File: src/rtl/led_pwm_fader_if.sv
// rtl/led_pwm_fader_if.sv - sequencer pattern in / LED pin drive out bundle for the PWM fader
interface led_pwm_fader_if;
   logic [2:0] leds_in;
   logic       fade_en;
   logic [2:0] leds_out;
   logic       busy;

   modport master (output leds_in, output fade_en, input leds_out, input busy);
   modport slave  (input leds_in, input fade_en, output leds_out, output busy);
endinterface

File: src/rtl/led_pwm_fader.sv
// rtl/led_pwm_fader.sv - per-channel PWM LED driver with linear brightness ramping
// Active-low pattern in, active-low PWM out; duty ramps one step per STEP_CYCLES cycles.
module led_pwm_fader #(
   parameter int PWM_BITS    = 8,
   parameter int STEP_CYCLES = 60_000
) (
   input  logic           sysclk,
   input  logic           rst,
   led_pwm_fader_if.slave bus
);
   localparam int SC_W = (STEP_CYCLES > 1) ? $clog2(STEP_CYCLES) : 1;
   localparam logic [PWM_BITS-1:0] MAX       = '1;
   localparam logic [SC_W-1:0]     STEP_LAST = SC_W'(STEP_CYCLES - 1);

   logic [2:0]          in_q;
   logic [SC_W-1:0]     step_cnt_q, step_cnt_d;
   logic                step_tick;
   logic [PWM_BITS-1:0] pwm_cnt_q;
   logic [PWM_BITS-1:0] tgt       [3];
   logic [PWM_BITS-1:0] duty_q    [3];
   logic [PWM_BITS-1:0] duty_d    [3];
   logic [PWM_BITS-1:0] duty_sh_q [3];
   logic [PWM_BITS-1:0] duty_sh_d [3];
   logic [2:0]          leds_out_q, leds_out_d;
   logic                busy_w;

   always_comb begin
      step_tick  = (step_cnt_q == STEP_LAST);
      step_cnt_d = step_tick ? '0 : step_cnt_q + 1'b1;
      busy_w     = 1'b0;
      leds_out_d = 3'b111;
      for (int i = 0; i < 3; i++) begin
         tgt[i]    = in_q[i] ? '0 : MAX;
         duty_d[i] = duty_q[i];
         if (!bus.fade_en) begin
            duty_d[i] = tgt[i];
         end else if (step_tick) begin
            // Moving only toward the target keeps duty inside 0..MAX without saturation logic.
            if (duty_q[i] < tgt[i]) begin
               duty_d[i] = duty_q[i] + 1'b1;
            end else if (duty_q[i] > tgt[i]) begin
               duty_d[i] = duty_q[i] - 1'b1;
            end
         end
         duty_sh_d[i]  = (pwm_cnt_q == MAX) ? duty_q[i] : duty_sh_q[i];
         leds_out_d[i] = ~(pwm_cnt_q < duty_sh_q[i]);
         busy_w        = busy_w | (duty_q[i] != tgt[i]);
      end
   end

   always_ff @(posedge sysclk) begin
      if (rst) begin
         in_q       <= 3'b111;
         step_cnt_q <= '0;
         pwm_cnt_q  <= '0;
         leds_out_q <= 3'b111;
         for (int i = 0; i < 3; i++) begin
            duty_q[i]    <= '0;
            duty_sh_q[i] <= '0;
         end
      end else begin
         in_q       <= bus.leds_in;
         step_cnt_q <= step_cnt_d;
         pwm_cnt_q  <= pwm_cnt_q + 1'b1;
         leds_out_q <= leds_out_d;
         for (int i = 0; i < 3; i++) begin
            duty_q[i]    <= duty_d[i];
            duty_sh_q[i] <= duty_sh_d[i];
         end
      end
   end

   assign bus.leds_out = leds_out_q;
   assign bus.busy     = busy_w;
endmodule

File: src/flat_wrapper.sv
// flat-port wrapper written by rule: the top's interface ports become plain ports
module led_pwm_fader_flat 
#(
   parameter int PWM_BITS    = 8,
   parameter int STEP_CYCLES = 60_000
)
  (sysclk, rst, bus_leds_in, bus_fade_en, bus_leds_out, bus_busy);
  led_pwm_fader_if bus_i ();
  input  logic sysclk;
  input  logic rst;
  input wire logic [$bits(bus_i.leds_in)-1:0] bus_leds_in;
  input wire logic [$bits(bus_i.fade_en)-1:0] bus_fade_en;
  output wire logic [$bits(bus_i.leds_out)-1:0] bus_leds_out;
  output wire logic [$bits(bus_i.busy)-1:0] bus_busy;
  assign bus_i.leds_in = bus_leds_in;
  assign bus_i.fade_en = bus_fade_en;
  assign bus_leds_out = bus_i.leds_out;
  assign bus_busy = bus_i.busy;
  led_pwm_fader #(.PWM_BITS(PWM_BITS), .STEP_CYCLES(STEP_CYCLES)) u_core (.sysclk(sysclk), .rst(rst), .bus(bus_i));
endmodule
File: config.mk
export PLATFORM = sky130hd
export DESIGN_NAME = led_pwm_fader_flat
export DESIGN_NICKNAME = d
export VERILOG_FILES = /design/src/rtl/led_pwm_fader_if.sv /design/src/rtl/led_pwm_fader.sv /design/src/flat_wrapper.sv
export SDC_FILE = /design/constraint.sdc
export NUM_CORES = 1
export LEC_CHECK = 0
export BUFFER_PORTS_ARGS = -buffer_cell sky130_fd_sc_hd__buf_2
export CAP_MARGIN = 20
export CORE_ASPECT_RATIO = 1.4
export CORE_UTILIZATION = 65
export CTS_BUF_LIST = sky130_fd_sc_hd__clkbuf_4
export DETAILED_ROUTE_END_ITERATION = 16
export PLACE_DENSITY = 0.82
export SLEW_MARGIN = 20
export SYNTH_ARGS = -nofsm -noshare
export SYNTH_HDL_FRONTEND = slang
export SYNTH_SLANG_ARGS = --single-unit
File: constraint.sdc
create_clock -name sysclk -period 7.31 [get_ports sysclk]
set_clock_uncertainty 0.05 [all_clocks]
set_input_delay 1.0965 -clock sysclk [delete_from_list [all_inputs] [get_ports sysclk]]
set_output_delay 1.0965 -clock sysclk [all_outputs]
set_load 0.005 [all_outputs]
==> metrics.md <==
| Metric | Value |
|---|---|
| Ys Warns | 0 |
| Gr ovfl total | 0 |
| Fmax | roughly 0.29 GHz |
| Vias in the first global route | 4341 |
| Outcome | complete, no violations |
| Crit-path slowest cell | dfxtp_1 |
| Initial drt markers | 225 |
| WP data required | roughly 7.6 ns |
| Leading post-synthesis cells by cell area | dfxtp_1 (31%), ha_1 (17%), a21oi_1 (8.2%) |
| Fin crit share | a little under half |
| CTS tree | yes |
| Count of state elements after synthesis | between 70 and 80 |
| Leak | between 2 and 2.5 nW |
| H-tree lvl count | 3 |
| Clock-pin slew on the worst setup and hold paths | 0.12 ns |
| DRC | 0 |
| Initial core utilization | 68.4% |
| Drt via density | 6.23 |
| Final setup fails | 0 |
| Compound-Gate Fraction of Synth Area | 24.2% |
| CP Class | flip-flop to flip-flop |
| Hold crit path type | flip-flop to flip-flop |
| Die ar. | between 8000 and 9000 sq um |
| Power Dens Cells | 208 nW/um^2 |
| Crit Path Max Fanout | 9 |
| Pins Over Slew Limit | 0 |
| Synth-to-Final Area Change | 3.39% |
| # Post-CTS Setup Buffers | 0 |
| Crit-path cells | ha_1, o21ai_0, a21oi_1, o21a_1, or2_2, ha_1, and4_1, a211oi_1, o21ai_1, or2_2, mux2_2, a211oi_2 |
| Average cell area after synthesis | between 8 and 9 sq um |
| Sequential share of the synthesized area | a little under a third |
| Rel. slew slack | 31.6% |
| Post-synth top area share | 30.6% |
| Post-Syn Area | 5100 sq um |
| Delay-heaviest family, CP | compound AO/OA/AOI/OAI gates |
| WP data arrival | 3.78 ns |
| RSZ-0062 raised after global routing | no |
| Element type at the critical path start | flip-flop |
| Adder-cell share of the synthesized area | 17.9% |
| Period minus WS final | 3.46 ns |
| Hold Vio Cnt, Final | 0 |
| Max rail drop VDD | 114 uV |
| Avg WL per Cell | 15.9 um |
| Die Span Y | 107 um |
| Maximum number of pins on one net before global-route repair | 66 |
| Syn nets | between 600 and 700 |
| Fin Setup TNS | 0 ns |
| Synth unique cells | 50 |
| First-pass GRT wire length | 19200 um |
| CTS sink cnt | 78 |
| Final GP Congestion | 0.903 |
| Post-Synth Simple-Gate Area | 16.7% |
| Leading cell types in the layout, fill and taps excluded | a21oi_1 (84), dfxtp_1 (78), nand2_1 (74) |
| Max clock buf depth | 2 |
| Die X | around 77 um |
| Later-pin clock latency in the skew report | 0.44 ns |
| Worst reg-to-reg path cell count | 12 |
| Pre-antenna DRT Iters | 4 |
| Post-synthesis mux area share | 0.221% |
| Total number of vias | 4416 |
| Total power draw | 1.10 mW |
| Post-CTS Hold Fix Bufs | 0 |
| DP HPWL | 8190 um |
| Post-DRT Antenna Nets | 0 |
| Hold path start | u_core.duty_sh_q[0][1] |
| Cts repair resizes | 0 |
| Final core area utilization | 70.7% |
| Buffers & Inverters on Critical Path | 0 |
| Max-cap viol count | 0 |
| Synth Instances | 608 |
| Flop-to-flop setup slack | 3.85 ns |
| Layout cells sized above 1 | 7.03% |
| Leading cell type in the layout, fill and taps excluded | a21oi_1 |
| N_diodes | 0 |
| Port Buf Inserts | 9 |
| Async S/R FF share, synth | 0% |
| Critical R2R Launch | u_core.in_q[0] |
| Total Routing Usage GR | 29.4% |
| Final wirelength | 11200 um |
| Worst slew pin tran | 1.03 ns |
| Fin nets | between 600 and 700 |
| Largest family of logic cells by synthesized area | compound AO/OA/AOI/OAI gates |
| Rows | 37 |
| Hold path cells | 2 |
| Critical Path End Type | flip-flop |
| Hold Path End | u_core.duty_sh_q[0][1] |
| Max incr delay on CP | 0.53 ns |
| # IOs | 10 |
| Cell taking the most area after synthesis | dfxtp_1 |
| Worst reg2reg endpoint | u_core.duty_q[0][7] |
| Num CTS Buffers | 9 |
| Root buffer cell | clkbuf_4 |
| XOR/XNOR share of the synthesized area | 5.67% |
| CORE AREA | 7450 sq um |
| Ys flop type | dfxtp_1 |
| Post-synth EDFFs | 0 |
| Initial antenna violation count | 0 |
## layer usage
metal / up-vias / track usage (%) / routed length [um]
met5: - / 0 / 0
met4: 0 / 18.0 / 413
met3: 37 / 4.00 / 309
met2: 81 / 54.6 / 5980
met1: 2096 / 31.1 / 4540
li1: 2202 / - / -
## where the power goes
group          total [mW]  switching, mW  leakage, nW  internal (mW)
clock               0.261          0.152       0.0719          0.109
sequential          0.476         0.0311        0.636          0.445
combinational       0.361          0.201         1.40          0.160
total                1.10          0.384         2.10          0.714
## layout make-up
type,instances,area [sq um]
clock buffer,11,82.6
clock inverter,5,50.0
fill,593,2180
inverter,30,113
multi-input combinational,479,3300
sequential,78,1560
tap,97,121
timing repair buffer,9,47.5
## worst register-to-register path, stage by stage (launching register included)
cell	delay (ns)
dfxtp_1	0.53
ha_1	0.31
o21ai_0	0.16
a21oi_1	0.09
o21a_1	0.21
or2_2	0.37
ha_1	0.37
and4_1	0.24
a211oi_1	0.23
o21ai_1	0.12
or2_2	0.28
mux2_2	0.27
a211oi_2	0.16
## cells in the mapped netlist (2+ instances only)
cell	count
a311oi_1	4
nand2b_1	7
and3_1	5
and2_2	2
nor2_1	37
buf_2	3
o21ai_2	2
buf_6	3
xnor2_1	19
or2_2	6
a21oi_2	4
clkbuf_1	12
dfxtp_1	78
o21ai_0	19
o21bai_1	6
o2111ai_1	6
a211o_1	3
and2_1	2
nor3_1	7
inv_1	30
clkbuf_8	2
and4_1	5
nand2_1	74
a21oi_1	84
fa_1	3
nand3_1	13
o31ai_1	3
o21a_1	10
a221oi_1	2
a21o_1	16
xor2_1	14
or3_1	3
a211oi_1	29
nor4_1	2
o211a_1	2
or4_1	2
nand4_1	9
ha_1	68
## state kept, by name, summed over array words and instances, names as in the netlist
| register | count |
|---|---|
| u_core.duty_q | 24 |
| u_core.duty_sh_q | 24 |
| u_core.step_cnt_q | 16 |
| u_core.pwm_cnt_q | 8 |
| u_core.bus.leds_out | 3 |
| u_core.in_q | 3 |
## how the worst max path moves through the flow
stage | to | depth (start not counted) | startpoint
after floorplan | u_core.duty_q[0][7] | 12 | u_core.in_q[0]
after global placement | u_core.duty_q[0][7] | 12 | u_core.in_q[0]
after detailed placement | u_core.duty_q[0][7] | 12 | u_core.in_q[0]
after CTS | u_core.duty_q[0][7] | 12 | u_core.in_q[0]
after global routing | u_core.duty_q[0][14] | 12 | u_core.in_q[1]
final | u_core.duty_q[0][7] | 12 | u_core.in_q[0]
## logic make-up (layout without fill, tap and decap cells)
group	after synthesis	after routing
simple gates	180	180
flops	78	78
mux	1	1
xor+xnor	33	33
fa+ha+maj	71	71
buf+inv	51	55
compound gates	194	194
## metrics by stage
step	cell area, sq um	hold slack [ns]	worst slack [ns]	instances
final	5270	0.413	3.85	709
after global routing	5270	0.436	3.62	709
after CTS	5270	0.414	3.87	709
after detailed placement	5140	0.397	3.92	693
after floorplan	5100	0.380	4.22	608
after global placement	5140	0.391	4.07	693
Power figures use the tool's default switching activity.
